[src/rtl/char_cursor_scheduler.sv]
// Character FIFO plus cursor scheduler that issues glyphs and clears to the LCD datapath.
// Define CHAR_SCHED_AUTOCLEAR_EN to clear the screen on row overflow instead of wrapping to row 0.
module char_cursor_scheduler #(
    parameter int unsigned NUM_COLS   = 30,
    parameter int unsigned NUM_ROWS   = 20,
    parameter int unsigned FIFO_DEPTH = 8
) (
    input  logic       clock,
    input  logic       globalReset,
    input  logic [6:0] asciiIn,
    input  logic       charValid,
    output logic       charAccept,
    input  logic       seqDone,
    output logic [6:0] charOut,
    output logic       charReady,
    output logic       lcdClear,
    output logic [4:0] rowOffset,
    output logic [5:0] colOffset,
    output logic       busy,
    output logic [3:0] fifoCount
);

    localparam int unsigned PTR_W = (FIFO_DEPTH > 1) ? $clog2(FIFO_DEPTH) : 1;

    typedef enum logic [2:0] {
        S_IDLE,
        S_DECODE,
        S_ISSUE,
        S_WAIT,
        S_CLEAR,
        S_CLRWAIT
    } state_t;

    state_t           state_q;
    logic [6:0]       mem_q [FIFO_DEPTH];
    logic [PTR_W-1:0] wr_ptr_q, rd_ptr_q;
    logic [3:0]       count_q, count_d;
    logic [6:0]       char_q;
    logic [6:0]       charOut_q;
    logic             charReady_q, lcdClear_q;
    logic [4:0]       row_q;
    logic [5:0]       col_q;
    logic             push, pop, last_col, last_row;

    // No pop bypass: a full FIFO refuses even while the FSM pops.
    assign charAccept = (count_q != 4'(FIFO_DEPTH));
    assign push       = charValid && charAccept;
    assign pop        = (state_q == S_IDLE) && (count_q != '0);
    assign last_col   = (col_q == 6'(NUM_COLS - 1));
    assign last_row   = (row_q == 5'(NUM_ROWS - 1));

    always_comb begin
        count_d = count_q + 4'(push) - 4'(pop);
    end

    always_ff @(posedge clock) begin
        if (globalReset) begin
            wr_ptr_q <= '0;
            rd_ptr_q <= '0;
            count_q  <= '0;
        end else begin
            if (push) begin
                mem_q[wr_ptr_q] <= asciiIn;
                wr_ptr_q        <= wr_ptr_q + 1'b1;
            end
            if (pop) begin
                rd_ptr_q <= rd_ptr_q + 1'b1;
            end
            count_q <= count_d;
        end
    end

    always_ff @(posedge clock) begin
        if (globalReset) begin
            state_q     <= S_IDLE;
            char_q      <= '0;
            charOut_q   <= '0;
            charReady_q <= 1'b0;
            lcdClear_q  <= 1'b0;
            row_q       <= '0;
            col_q       <= '0;
        end else begin
            charReady_q <= 1'b0;
            lcdClear_q  <= 1'b0;
            unique case (state_q)
                S_IDLE: begin
                    if (count_q != '0) begin
                        char_q  <= mem_q[rd_ptr_q];
                        state_q <= S_DECODE;
                    end
                end
                S_DECODE: begin
                    state_q <= S_IDLE;
                    if (char_q == 7'h0A || char_q == 7'h0D) begin
                        col_q <= '0;
                        if (last_row) begin
`ifdef CHAR_SCHED_AUTOCLEAR_EN
                            state_q    <= S_CLEAR;
                            lcdClear_q <= 1'b1;
`else
                            row_q <= '0;
`endif
                        end else begin
                            row_q <= row_q + 1'b1;
                        end
                    end else if (char_q == 7'h08) begin
                        if (col_q != '0) begin
                            col_q <= col_q - 1'b1;
                        end else if (row_q != '0) begin
                            col_q <= 6'(NUM_COLS - 1);
                            row_q <= row_q - 1'b1;
                        end
                    end else if (char_q == 7'h0C) begin
                        state_q    <= S_CLEAR;
                        lcdClear_q <= 1'b1;
                    end else if (char_q >= 7'h20 && char_q <= 7'h7E) begin
                        state_q     <= S_ISSUE;
                        charOut_q   <= char_q;
                        charReady_q <= 1'b1;
                    end
                end
                S_ISSUE: begin
                    state_q <= S_WAIT;
                end
                S_WAIT: begin
                    if (seqDone) begin
                        state_q <= S_IDLE;
                        if (last_col) begin
                            col_q <= '0;
                            if (last_row) begin
`ifdef CHAR_SCHED_AUTOCLEAR_EN
                                state_q    <= S_CLEAR;
                                lcdClear_q <= 1'b1;
`else
                                row_q <= '0;
`endif
                            end else begin
                                row_q <= row_q + 1'b1;
                            end
                        end else begin
                            col_q <= col_q + 1'b1;
                        end
                    end
                end
                S_CLEAR: begin
                    state_q <= S_CLRWAIT;
                end
                S_CLRWAIT: begin
                    if (seqDone) begin
                        state_q <= S_IDLE;
                        row_q   <= '0;
                        col_q   <= '0;
                    end
                end
                default: state_q <= S_IDLE;
            endcase
        end
    end

    assign charOut   = charOut_q;
    assign charReady = charReady_q;
    assign lcdClear  = lcdClear_q;
    assign rowOffset = row_q;
    assign colOffset = col_q;
    assign fifoCount = count_q;
    assign busy      = (state_q != S_IDLE) || (count_q != '0);

endmodule
[config.mk]
export PLATFORM = sky130hd
export DESIGN_NAME = char_cursor_scheduler
export DESIGN_NICKNAME = d
export VERILOG_FILES = /design/src/rtl/char_cursor_scheduler.sv
export SDC_FILE = /design/constraint.sdc
export NUM_CORES = 1
export LEC_CHECK = 0
export BUFFER_PORTS_ARGS = -buffer_cell sky130_fd_sc_hd__buf_2
export CAP_MARGIN = 20
export CORE_AREA = 3 3 91 93
export CTS_CLUSTER_SIZE = 8
export DETAILED_ROUTE_END_ITERATION = 8
export DIE_AREA = 0 0 94 96
export PLACE_DENSITY = 0.78
export SETUP_SLACK_MARGIN = 0.5
export SLEW_MARGIN = 5
export SYNTH_ARGS = -nofsm -noshare
export SYNTH_HDL_FRONTEND = slang
export SYNTH_SLANG_ARGS = --single-unit
[constraint.sdc]
create_clock -name clock -period 3.35 [get_ports clock]
set_input_delay 0.5025 -clock clock [delete_from_list [all_inputs] [get_ports clock]]
set_output_delay 0.5025 -clock clock [all_outputs]
set_load 0.005 [all_outputs]
==> impl_metrics.tcl <==
set metrics [dict create \
    status "finished clean" \
    drv_cap 0 \
    dr.pass1.iters 4 \
    cts_setup_buffers 0 \
    netlist_area_mm2 0.00443 \
    internal_power_mw 2.47 \
    arrival_ns 2.72 \
    antenna_cells 0 \
    synth_compound_area_share_pct 11.1 \
    critPathLaunchType "flip-flop" \
    netlist.top_cell.by_area "edfxtp_1" \
    synth-main-ff-cell "edfxtp_1" \
    wirelength_um 8840 \
    viasPerCell 5.93 \
    grt_pass1_vias 2873 \
    synthArstFlopShare_pct 0 \
    netlist_instances 363 \
    slew_violations 0 \
    timing.fmax_ghz 0.407 \
    setup_slack_ns 0.896 \
    cts.sinks 96 \
    period_needed_ns 2.45 \
    reg2regPathDepth 8 \
    cts_tree "built" \
    p_per_area_mw_per_mm2 810 \
    combPwrFrac_pct 39.7 \
    antenna_found_initial 0 \
    cts_max_path_buffers 2 \
    cp-end-kind "flip-flop" \
    avgRoutedWirePerCell_um 17.2 \
    p_clk_share_pct 18.2 \
    seq_area_frac_synth_pct 56.0 \
    setup_violations 0 \
    switchingPower_mw 1.54 \
    route.detailed.drc 0 \
    cts.repair.resized 0 \
    cts_max_level 3 \
    clkTransAtPathRegs_ns 0.10 \
    critPathCapture "rowOffset[2]" \
    synth_area_leaders "edfxtp_1 (38%), dfxtp_1 (18%), mux4_2 (7.1%)" \
    timing.critical_path.from "colOffset[0]" \
    worst-slew-pin-transition_ns 0.801 \
    ys_warn_count 0 \
    grt_usage_pct 21.2 \
    avgSynthCellArea_um2 12.2 \
    power.total_mw 4.02 \
    fin_tns_setup_ns 0 \
    synth.most_common_cell "edfxtp_1" \
    skew_ns 0.0138 \
    synth_top_area_share_pct 37.9 \
    reg2reg_to "rowOffset[2]" \
    grt_pass1_wl_um 14500 \
    syn_nets 389 \
    rr_startpoint "colOffset[0]" \
    cp.required_ns 3.61 \
    ir_drop_mv 0.364 \
    post-route-period-util_pct 73.3 \
    regToRegSetupSlack_ns 0.90 \
    die_w_um 94 \
    hpwlAfterDp_um 6160 \
    p_sw_share_pct 38.4 \
    ys_seq_elements 96 \
    cp_max_fo 9 \
    grt_max_degree 42 \
    pin_count 37 \
    seq_power_share_pct 42.2 \
    slew_headroom_pct 46.5 \
    final_net_count 432 \
    start_util_pct 58.3 \
    io_buffers 36 \
    num_rows 32 \
    vias 3043 \
    synth_simple_gate_area_share_pct 13.0 \
    core_area_mm2 0.00761 \
    synth_cell_type_count 59 \
    gp_congestion 0.909 \
    hold_path.class "in -> reg" \
    timing_worst_setup_path_type "reg -> reg" \
    ant_nets 0 \
    synth_common_cells "edfxtp_1 (56), dfxtp_1 (40), nor2_1 (31), a21oi_1 (21), mux2i_1 (18)" \
    synth_top_family_by_area "simple AND/OR/NAND/NOR gates" \
    hold_buffers 0 \
    drtIter0Drc 237 \
    ctsRootBufferMaster "clkbuf_8" \
    die-area_mm2 0.00902 \
    synth_fa_ha_area_share_pct 4.40 \
    dp_slack_ns 0.889 \
    hold_violations 0 \
    drive_above_1_share_pct 21.9 \
    die_h_um 96 \
    leakagePower_nw 1.83 \
    synthMuxAreaShare_pct 11.2 \
    numCtsBuffers 9 \
    syn_to_final_growth_pct 11.9 \
    rsz0062_at_grt "no" \
    grt-ovfl-total 0 \
    synth_edf_count 56 \
    clk_latency_ns 0.37 \
    synth-xor-area-share_pct 1.19 \
]
per-layer routing:
layer / global-route usage [%] / share of wire, % / routed length [µm] / vias to the layer above
li1: - / - / - / 1468
met1: 28.3 / 44 / 3880 / 1484
met2: 34.8 / 50 / 4400 / 80
met3: 4.77 / 5.0 / 446 / 11
met4: 6.50 / 1.2 / 110 / 0
met5: 0 / 0 / 0 / -
worst max-delay path: stages, from the launching register on:
cell and delay (ns):
dfxtp_1 0.39, inv_1 0.11, ha_1 0.20, or3b_1 0.42, nor3_2 0.26, nand3_1 0.17
a211oi_4 0.46, o21ai_2 0.09, a32o_1 0.26
per-stage QoR:
step	hold slack (ns)	util, %	area (µm²)	cells
2_1_floorplan	0.462	-	4430	363
3_3_place_gp	0.469	62.7	4770	497
3_5_place_dp	0.482	62.7	4770	497
4_1_cts	0.371	65.2	4960	513
5_1_grt	0.381	65.2	4960	513
6_report	0.397	65.2	4960	513
worst min path at each step:
| stage | start | to | slack [ns] | cells after the start |
|---|---|---|---|---|
| CTS | asciiIn[6] | mem_q[3][6] | 0.37 | 1 |
| finish | asciiIn[2] | mem_q[4][2] | 0.40 | 1 |
| global placement | charOut[0] | charOut[0] | 0.47 | 2 |
| global route | asciiIn[3] | mem_q[2][3] | 0.38 | 1 |
| floorplan | wr_ptr_q[0] | wr_ptr_q[0] | 0.46 | 2 |
| detailed placement | charOut[5] | charOut[5] | 0.48 | 2 |
power groups by stage:
stage / Combinational, mW / Sequential, mW / Clock (mW)
finish: 1.59 / 1.69 / 0.730
global route: 1.80 / 1.73 / 0.792
CTS: 1.60 / 1.69 / 0.750
detailed placement: 1.59 / 1.72 / 0
global placement: 1.55 / 1.70 / 0
floorplan: 1.27 / 1.61 / 0
area by class of cell:
type                            instances  area [µm²]
Multi-Input combinational cell        232        1810
Inverter                               17        63.8
Fill cell                             591        2650
Clock inverter                          7        66.3
Clock buffer                            9         124
Tap cell                              102         128
Timing Repair Buffer                   50         285
Sequential cell                        96        2480
layout by cell type, fill, tap and decap left out, types with 3 or more instances in the layout:
master / count
o2111ai_1: 3
inv_8: 3
and2_1: 3
xnor2_1: 4
mux2i_1: 18
buf_2: 36
ha_1: 14
a21oi_1: 21
o21ai_0: 14
nand3_1: 13
nor4_1: 4
nor3_1: 9
dfxtp_1: 40
nand4_1: 4
mux4_2: 14
a211oi_1: 8
nor4b_1: 4
nand2b_1: 3
inv_1: 17
a21o_1: 3
edfxtp_1: 56
nor2b_1: 5
nor2_1: 31
nand2_1: 15
clkbuf_8: 9
buf_4: 14
cells by family after synthesis:
logic type / Yosys count
buffers and inverters: 35
adders and majority gates: 15
and+or+nand+nor: 107
AOI/OAI and AO/OA: 72
xor gates and xnor gates: 6
DFF: 96
muxes: 32
registers in the layout, indices dropped and copies added, names as in the netlist:
name and count:
rd_ptr_q 3, char_q 7, wr_ptr_q 3, mem_q 56
fifoCount 4, state_q 3, colOffset 6, rowOffset 5
charOut 7, lcdClear 1, charReady 1
(Power assumes the default switching activity.)
